File: config.mk
export PLATFORM = sky130hd
export DESIGN_NAME = uart_tx_scheduler
export DESIGN_NICKNAME = d
export VERILOG_FILES = /design/src/rtl/uart_tx_scheduler_pkg.sv /design/src/rtl/uart_tx_scheduler_rr_arbiter.sv /design/src/rtl/uart_tx_scheduler.sv
export SDC_FILE = /design/constraint.sdc
export NUM_CORES = 1
export LEC_CHECK = 0
export CAP_MARGIN = 0
export CORE_MARGIN = 2
export CORE_UTILIZATION = 50
export CTS_CLUSTER_DIAMETER = 150
export DETAILED_ROUTE_END_ITERATION = 8
export GPL_ROUTABILITY_DRIVEN = 0
export PLACE_DENSITY = 0.77
export SYNTH_ARGS = -nofsm -noshare
export SYNTH_HDL_FRONTEND = slang
export SYNTH_SLANG_ARGS = --single-unit
export TNS_END_PERCENT = 30
File: constraint.sdc
create_clock -name clk_i -period 1.1 [get_ports clk_i]
set_input_delay 0.22 -clock clk_i [delete_from_list [all_inputs] [get_ports clk_i]]
set_output_delay 0.22 -clock clk_i [all_outputs]
set_load 0.02 [all_outputs]
File: src/rtl/uart_tx_scheduler_pkg.sv
// Shared definitions for the UART transmit scheduler.
//   sched_state_e   : scheduler FSM encoding
//   DEF_NUM_REQ     : default number of requesters
//   DEF_WDOG_CYCLES : default owner-inactivity limit (clocks)
//   clog2_min1      : $clog2 that never returns 0, for counter/index widths
package uart_tx_scheduler_pkg;

    typedef enum logic [1:0] {
        ST_ARB     = 2'd0,
        ST_OWN     = 2'd1,
        ST_DRAIN   = 2'd2,
        ST_RELEASE = 2'd3
    } sched_state_e;

    localparam int DEF_NUM_REQ     = 5;
    localparam int DEF_WDOG_CYCLES = 100000;

    function automatic int clog2_min1(input int n);
        return (n > 1) ? $clog2(n) : 1;
    endfunction

endpackage

File: src/rtl/uart_tx_scheduler_rr_arbiter.sv
// Combinational round-robin picker.
//   req_i : request levels
//   ptr_i : index with highest priority this round
//   gnt_o : one-hot winner, the first set request at or after ptr_i (wrapping); zero when idle
module uart_tx_scheduler_rr_arbiter #(
    parameter int NUM_REQ = 5,
    parameter int PW      = 3
) (
    input  logic [NUM_REQ-1:0] req_i,
    input  logic [PW-1:0]      ptr_i,
    output logic [NUM_REQ-1:0] gnt_o
);

    int idx;

    // Walk offsets from farthest to nearest so the nearest set request
    // is the last one written and therefore wins.
    always_comb begin
        gnt_o = '0;
        idx   = 0;
        for (int k = NUM_REQ - 1; k >= 0; k--) begin
            idx = (int'(ptr_i) + k) % NUM_REQ;
            if (req_i[idx]) begin
                gnt_o      = '0;
                gnt_o[idx] = 1'b1;
            end
        end
    end

endmodule

File: src/rtl/uart_tx_scheduler.sv
// Shares one UART transmitter between NUM_REQ packet senders. A requester is
// granted a whole frame; its bytes are forwarded one at a time, each only once
// the UART has gone busy and idle again after the previous byte.
//
// Optional feature: define TX_SCHED_WDOG_EN to enable the owner-inactivity
// watchdog (WDOG_CYCLES clocks); without it wdog_abort_o is tied low.
//
// Ports:
//   clk_i, rst_ni   : clock, asynchronous active-low reset (release synchronised)
//   req_i           : per-requester frame-pending level
//   req_start_i     : per-requester byte strobe
//   req_data_i      : byte of requester i at [8i+7:8i]
//   req_last_i      : marks the strobed byte as last of frame
//   uart_busy_i     : UART busy level
//   grant_o         : one-hot current owner
//   tx_start_o      : one-cycle byte launch to UART
//   tx_data_o       : launched byte
//   frame_done_o    : pulse when owned frame fully transmitted
//   wdog_abort_o    : pulse when the watchdog revokes an idle owner
module uart_tx_scheduler
    import uart_tx_scheduler_pkg::*;
#(
    parameter int NUM_REQ     = DEF_NUM_REQ,
    parameter int WDOG_CYCLES = DEF_WDOG_CYCLES
) (
    input  logic                 clk_i,
    input  logic                 rst_ni,
    input  logic [NUM_REQ-1:0]   req_i,
    input  logic [NUM_REQ-1:0]   req_start_i,
    input  logic [8*NUM_REQ-1:0] req_data_i,
    input  logic [NUM_REQ-1:0]   req_last_i,
    input  logic                 uart_busy_i,
    output logic [NUM_REQ-1:0]   grant_o,
    output logic                 tx_start_o,
    output logic [7:0]           tx_data_o,
    output logic                 frame_done_o,
    output logic                 wdog_abort_o
);

    localparam int PW = clog2_min1(NUM_REQ);

    // Reset asserts immediately; its release is retimed to the clock.
    logic [1:0] rst_sync_q;
    logic       rst_int_n;

    always_ff @(posedge clk_i or negedge rst_ni) begin
        if (!rst_ni) rst_sync_q <= 2'b00;
        else         rst_sync_q <= {rst_sync_q[0], 1'b1};
    end
    assign rst_int_n = rst_sync_q[1];

    sched_state_e       state_q, state_d;
    logic [NUM_REQ-1:0] grant_q, grant_d;
    logic [PW-1:0]      owner_q, owner_d;
    logic [PW-1:0]      rr_ptr_q, rr_ptr_d;
    logic               byte_free_q, byte_free_d;
    logic               busy_seen_q, busy_seen_d;
    logic               tx_start_q, tx_start_d;
    logic [7:0]         tx_data_q, tx_data_d;
    logic               frame_done_q, frame_done_d;

`ifdef TX_SCHED_WDOG_EN
    localparam int            WW        = clog2_min1(WDOG_CYCLES);
    localparam logic [WW-1:0] WDOG_LAST = WW'(WDOG_CYCLES - 1);
    logic [WW-1:0] wdog_cnt_q, wdog_cnt_d;
    logic          wdog_abort_q, wdog_abort_d;
`endif

    logic [NUM_REQ-1:0] arb_gnt;
    logic [PW-1:0]      arb_idx;

    uart_tx_scheduler_rr_arbiter #(
        .NUM_REQ (NUM_REQ),
        .PW      (PW)
    ) u_rr_arbiter (
        .req_i (req_i),
        .ptr_i (rr_ptr_q),
        .gnt_o (arb_gnt)
    );

    always_comb begin
        arb_idx = '0;
        for (int i = 0; i < NUM_REQ; i++) begin
            if (arb_gnt[i]) arb_idx = PW'(i);
        end
    end

    // Only the owner's lane is ever looked at, so other strobes are ignored.
    logic       own_req, own_start, own_last, fwd;
    logic [7:0] own_data;

    assign own_req   = req_i[owner_q];
    assign own_start = req_start_i[owner_q];
    assign own_last  = req_last_i[owner_q];
    assign own_data  = req_data_i[{owner_q, 3'b000} +: 8];
    assign fwd       = (state_q == ST_OWN) && own_start && byte_free_q;

    always_comb begin
        state_d      = state_q;
        grant_d      = grant_q;
        owner_d      = owner_q;
        rr_ptr_d     = rr_ptr_q;
        tx_start_d   = 1'b0;
        tx_data_d    = tx_data_q;
        frame_done_d = 1'b0;
        byte_free_d  = byte_free_q;
        busy_seen_d  = busy_seen_q;
`ifdef TX_SCHED_WDOG_EN
        wdog_cnt_d   = '0;
        wdog_abort_d = 1'b0;
`endif

        // A launched byte is finished once the UART has been seen busy and then idle.
        if (!byte_free_q) begin
            if (uart_busy_i)      busy_seen_d = 1'b1;
            else if (busy_seen_q) byte_free_d = 1'b1;
        end

        case (state_q)
            ST_ARB: begin
                if (|req_i) begin
                    grant_d = arb_gnt;
                    owner_d = arb_idx;
                    state_d = ST_OWN;
                end
            end
            ST_OWN: begin
`ifdef TX_SCHED_WDOG_EN
                wdog_cnt_d = wdog_cnt_q + 1'b1;
`endif
                if (fwd) begin
                    tx_start_d  = 1'b1;
                    tx_data_d   = own_data;
                    byte_free_d = 1'b0;
                    busy_seen_d = 1'b0;
`ifdef TX_SCHED_WDOG_EN
                    wdog_cnt_d  = '0;
`endif
                    if (own_last || !own_req) state_d = ST_DRAIN;
                end else if (!own_req) begin
                    state_d = ST_DRAIN;
                end
`ifdef TX_SCHED_WDOG_EN
                else if (wdog_cnt_q == WDOG_LAST) begin
                    wdog_abort_d = 1'b1;
                    grant_d      = '0;
                    state_d      = ST_RELEASE;
                end
`endif
            end
            ST_DRAIN: begin
                if (byte_free_q) begin
                    frame_done_d = 1'b1;
                    grant_d      = '0;
                    state_d      = ST_RELEASE;
                end
            end
            ST_RELEASE: begin
                rr_ptr_d = (owner_q == PW'(NUM_REQ - 1)) ? '0 : owner_q + PW'(1);
                state_d  = ST_ARB;
            end
            default: state_d = ST_ARB;
        endcase
    end

    always_ff @(posedge clk_i or negedge rst_int_n) begin
        if (!rst_int_n) begin
            state_q      <= ST_ARB;
            grant_q      <= '0;
            owner_q      <= '0;
            rr_ptr_q     <= '0;
            byte_free_q  <= 1'b1;
            busy_seen_q  <= 1'b0;
            tx_start_q   <= 1'b0;
            tx_data_q    <= '0;
            frame_done_q <= 1'b0;
        end else begin
            state_q      <= state_d;
            grant_q      <= grant_d;
            owner_q      <= owner_d;
            rr_ptr_q     <= rr_ptr_d;
            byte_free_q  <= byte_free_d;
            busy_seen_q  <= busy_seen_d;
            tx_start_q   <= tx_start_d;
            tx_data_q    <= tx_data_d;
            frame_done_q <= frame_done_d;
        end
    end

`ifdef TX_SCHED_WDOG_EN
    always_ff @(posedge clk_i or negedge rst_int_n) begin
        if (!rst_int_n) begin
            wdog_cnt_q   <= '0;
            wdog_abort_q <= 1'b0;
        end else begin
            wdog_cnt_q   <= wdog_cnt_d;
            wdog_abort_q <= wdog_abort_d;
        end
    end
    assign wdog_abort_o = wdog_abort_q;
`else
    assign wdog_abort_o = 1'b0;
`endif

    assign grant_o      = grant_q;
    assign tx_start_o   = tx_start_q;
    assign tx_data_o    = tx_data_q;
    assign frame_done_o = frame_done_q;

endmodule

==> key figures <==
Outcome
  – Status: complete, but fails checks
  – Violated checks: negative setup slack

Timing
  – Shortest clock period the worst path allows after layout: 4250 ps
  – Smallest setup slack after layout: -3150 ps
  – Maximum clock rate: 235 MHz
  – Final number of max-transition violations: 0
  – Maximum clock skew at final layout: 3.09 ps
  – RSZ-0062 raised after global routing: true
  – Hold Violations, Final: 0
  – Final Hold Slack: 81.8 ps
  – Final setup viols: 24
  – Period utilization: 386%
  – Total negative slack: -35,000 ps

Placed design
  – Setup slack after placement: -3100 ps
  – Number of input and output port buffers inserted: 72
  – Detailed Place HPWL: 11,400 microns

Cells and area
  – Area used by multi-input combinational logic: 3360 sq um
  – Antenna diode count: 0
  – Fraction of final layout cells sized beyond drive strength 1: 39.0%
  – Area Overhead vs Synth: 60.0%
  – Sequential Area: 679 sq um
  – FILL cells: 453
  – # nets final: 813

Clock network
  – CTS tree: built
  – CTS hold repair buffers: 0
  – H-Tree Level Count: 1
  – Root buffer cell: clkbuf_8
  – Clock Path Buffers: 2
  – Clk pin slew, worst setup/hold paths: 100 ps
  – Cts bufs inserted: 3
  – Latest clock arrival within the worst-skew pair: 280 ps
  – Clock sink total: 27

Worst setup path
  – Start point of the critical path: rr_ptr_q[0]$_DFFE_PN0N_
  – CP endpoint kind: register
  – Startpoint kind of the worst setup timing path: register
  – Worst-case register-to-register setup slack: -3150 ps
  – Kind of critical path: register to register
  – R2R Path Start: rr_ptr_q[0]$_DFFE_PN0N_
  – Worst path required time: 1250 ps
  – Crit path DAT: 4400 ps
  – Number of cells on the worst reg-to-reg path: 21
  – Largest driver fanout on the critical path: 7
  – Capture instance of the worst register-to-register path: grant_o[0]$_DFFE_PN0P_

Yosys
  – Yosys reg bits: 27
  – Prevailing post-synth register cell: dfrtp_1
  – Post-synth cell types: 84
  – Top area cells in the synthesized netlist: dfrtp_1 (16%), ha_1 (11%), mux4_2 (6.3%), a21oi_1 (5.1%), nand2_1 (4.2%)
  – Proportion of register bits with asynchronous set or reset after synthesis: 100%
  – Share of Yosys cell area claimed by the top area cell type: 16.5%
  – Post-Synthesis Net Count: 599
  – Number of instances in the synthesized netlist: 507
  – Mean post-synth cell area: 7.80 sq um
  – Number of synthesized flops with an enable pin: 0
  – Synth Cell Area: 3950 sq um
  – Sequential-to-total area share from yosys stat: 17.1%
  – Cell type contributing the most total cell area after synthesis: dfrtp_1
  – Warning count from the yosys run: 0

Floorplanning
  – Vertical extent of the die: 92.9 microns
  – Die Footprint: 8630 sq um
  – Initial Utilization: 51.4%
  – FP Rows: 32
  – Width of the die: 92.9 microns
  – Core footprint: 7690 sq um
  – Top-level I/O count: 74

Global route
  – Global Route met1 Usage: 41.6%
  – GRT Overall Usage: 35.6%
  – Largest net degree at the start of global routing: 28
  – GRT busiest layer: met2
  – Met3 layer usage reported by global route: 4.72%
  – Via count of the first global-routing pass: 5,291
  – Met2 Track Usage GR: 64.1%
  – Initial antenna violation count: 0
  – Aggregate global routing overflow: 0
  – Wire length of the first global-routing pass: 24,700 microns

Detailed routing
  – Total DRC errors in the routed layout: 0
  – Routed wire per std cell: 20.6 microns
  – Vias after detailed routing: 5,341
  – Final wirelength: 16,900 microns
  – Drt first-iter violations: 496
  – Post-DRT Antenna Nets: 0
  – First-pass iteration count of the detailed router: 7
  – Via density: 6.50

Run
  – Max-Cap Viols: 0

Min path
  – Worst hold path type: input pin to asynchronous set/reset pin
timing repair:
item,CTS,global route
endpoints found under the setup margin,40,26
buffers inserted,13,6
pin swaps,20,24
endpoints found under the hold margin,0,0
gates resized for setup,92,38
Yosys cell counts, types with 9 or more instances:
cell / number
nand2_1: 44
nor2_1: 44
a21oi_1: 40
ha_1: 34
inv_1: 27
o21ai_0: 27
dfrtp_1: 26
clkbuf_1: 22
mux2i_1: 16
a31oi_1: 13
nor3_1: 13
mux4_2: 11
a22oi_1: 10
nand3_1: 10
o22ai_1: 10
o21a_1: 9
o21ai_1: 9
state kept, by name (all words and copies together) (netlist names):
signal / count
rst_sync_q: 2
grant_o: 5
owner_q: 3
rr_ptr_q: 3
byte_free_q: 1
tx_data_o: 8
state_q: 2
tx_start_o: 1
busy_seen_q: 1
frame_done_o: 1
layout by cell type (no fill, tap or decap), types with 6 or more instances in the layout:
cell / n
nor3_1: 11
clkdlybuf4s50_1: 57
nand3_1: 10
nor2_1: 32
o21a_1: 7
a31oi_1: 12
o22ai_1: 10
mux2i_1: 15
o21ai_1: 8
nand2_1: 43
buf_6: 7
buf_2: 14
o21ai_0: 25
dfrtp_1: 24
a22oi_1: 9
nor2_2: 9
o31ai_1: 6
inv_1: 24
ha_4: 6
buf_4: 161
a21oi_1: 33
nand4_1: 7
o211ai_1: 6
mux4_2: 11
ha_1: 28
worst max-delay path, stage by stage (launching register included):
cell and delay (ps):
dfrtp_2 430, inv_2 80, ha_4 140, inv_4 40, ha_4 270, inv_4 40
ha_4 160, or3_4 350, a21oi_4 170, nor2_4 70, inv_4 90, ha_4 160
nand2b_4 80, a21oi_4 140, a31o_4 220, buf_6 130, nor4_4 40, or4_4 570
o211ai_1 330, nor4b_2 90, o311ai_1 370, o211ai_1 150
cell type report:
type	instances	share of cell area (%)
sequential	27	10.7
timing repair buffer	241	31.1
tap	102	2.02
clock inverter	1	0.119
multi-input combinational	415	53.2
inverter	33	2.16
clock buffer	3	0.653
worst max path at each step:
stage	end	slack (ps)	cells past startpoint
finish	grant_o[0]$_DFFE_PN0P_	-3150	21
global route	grant_o[0]$_DFFE_PN0P_	-3240	21
detailed placement	grant_o[4]$_DFFE_PN0P_	-3100	20
global placement	grant_o[4]$_DFFE_PN0P_	-2930	20
floorplan	owner_q[2]$_DFFE_PN0P_	-3480	24
CTS	owner_q[2]$_DFFE_PN0P_	-2890	20
kinds of logic after synthesis:
family	count (synthesis)	share of synthesized area, %
buf+inv	65	6.74
compound gates	184	32.4
flops	27	17.1
fa+ha+maj	34	10.8
mux	32	11.8
xor+xnor	6	1.52
simple gates	157	19.4
other cells	2	0.190
layer usage:
layer	routed length, microns	vias up
li1	-	2331
met1	6130	2527
met2	8290	362
met3	1570	121
met4	940	0
met5	0	-
stage by stage:
step	util, %	instance area [sq um]	std cells
floorplan	-	4120	507
global placement	77.1	5930	802
detailed placement	77.1	5930	802
CTS	79.7	6130	818
global route	82.3	6320	822
finish	82.3	6320	822
Power is not shown: default switching activity piles up to over one toggle a cycle in this logic, so the estimate is an artifact.
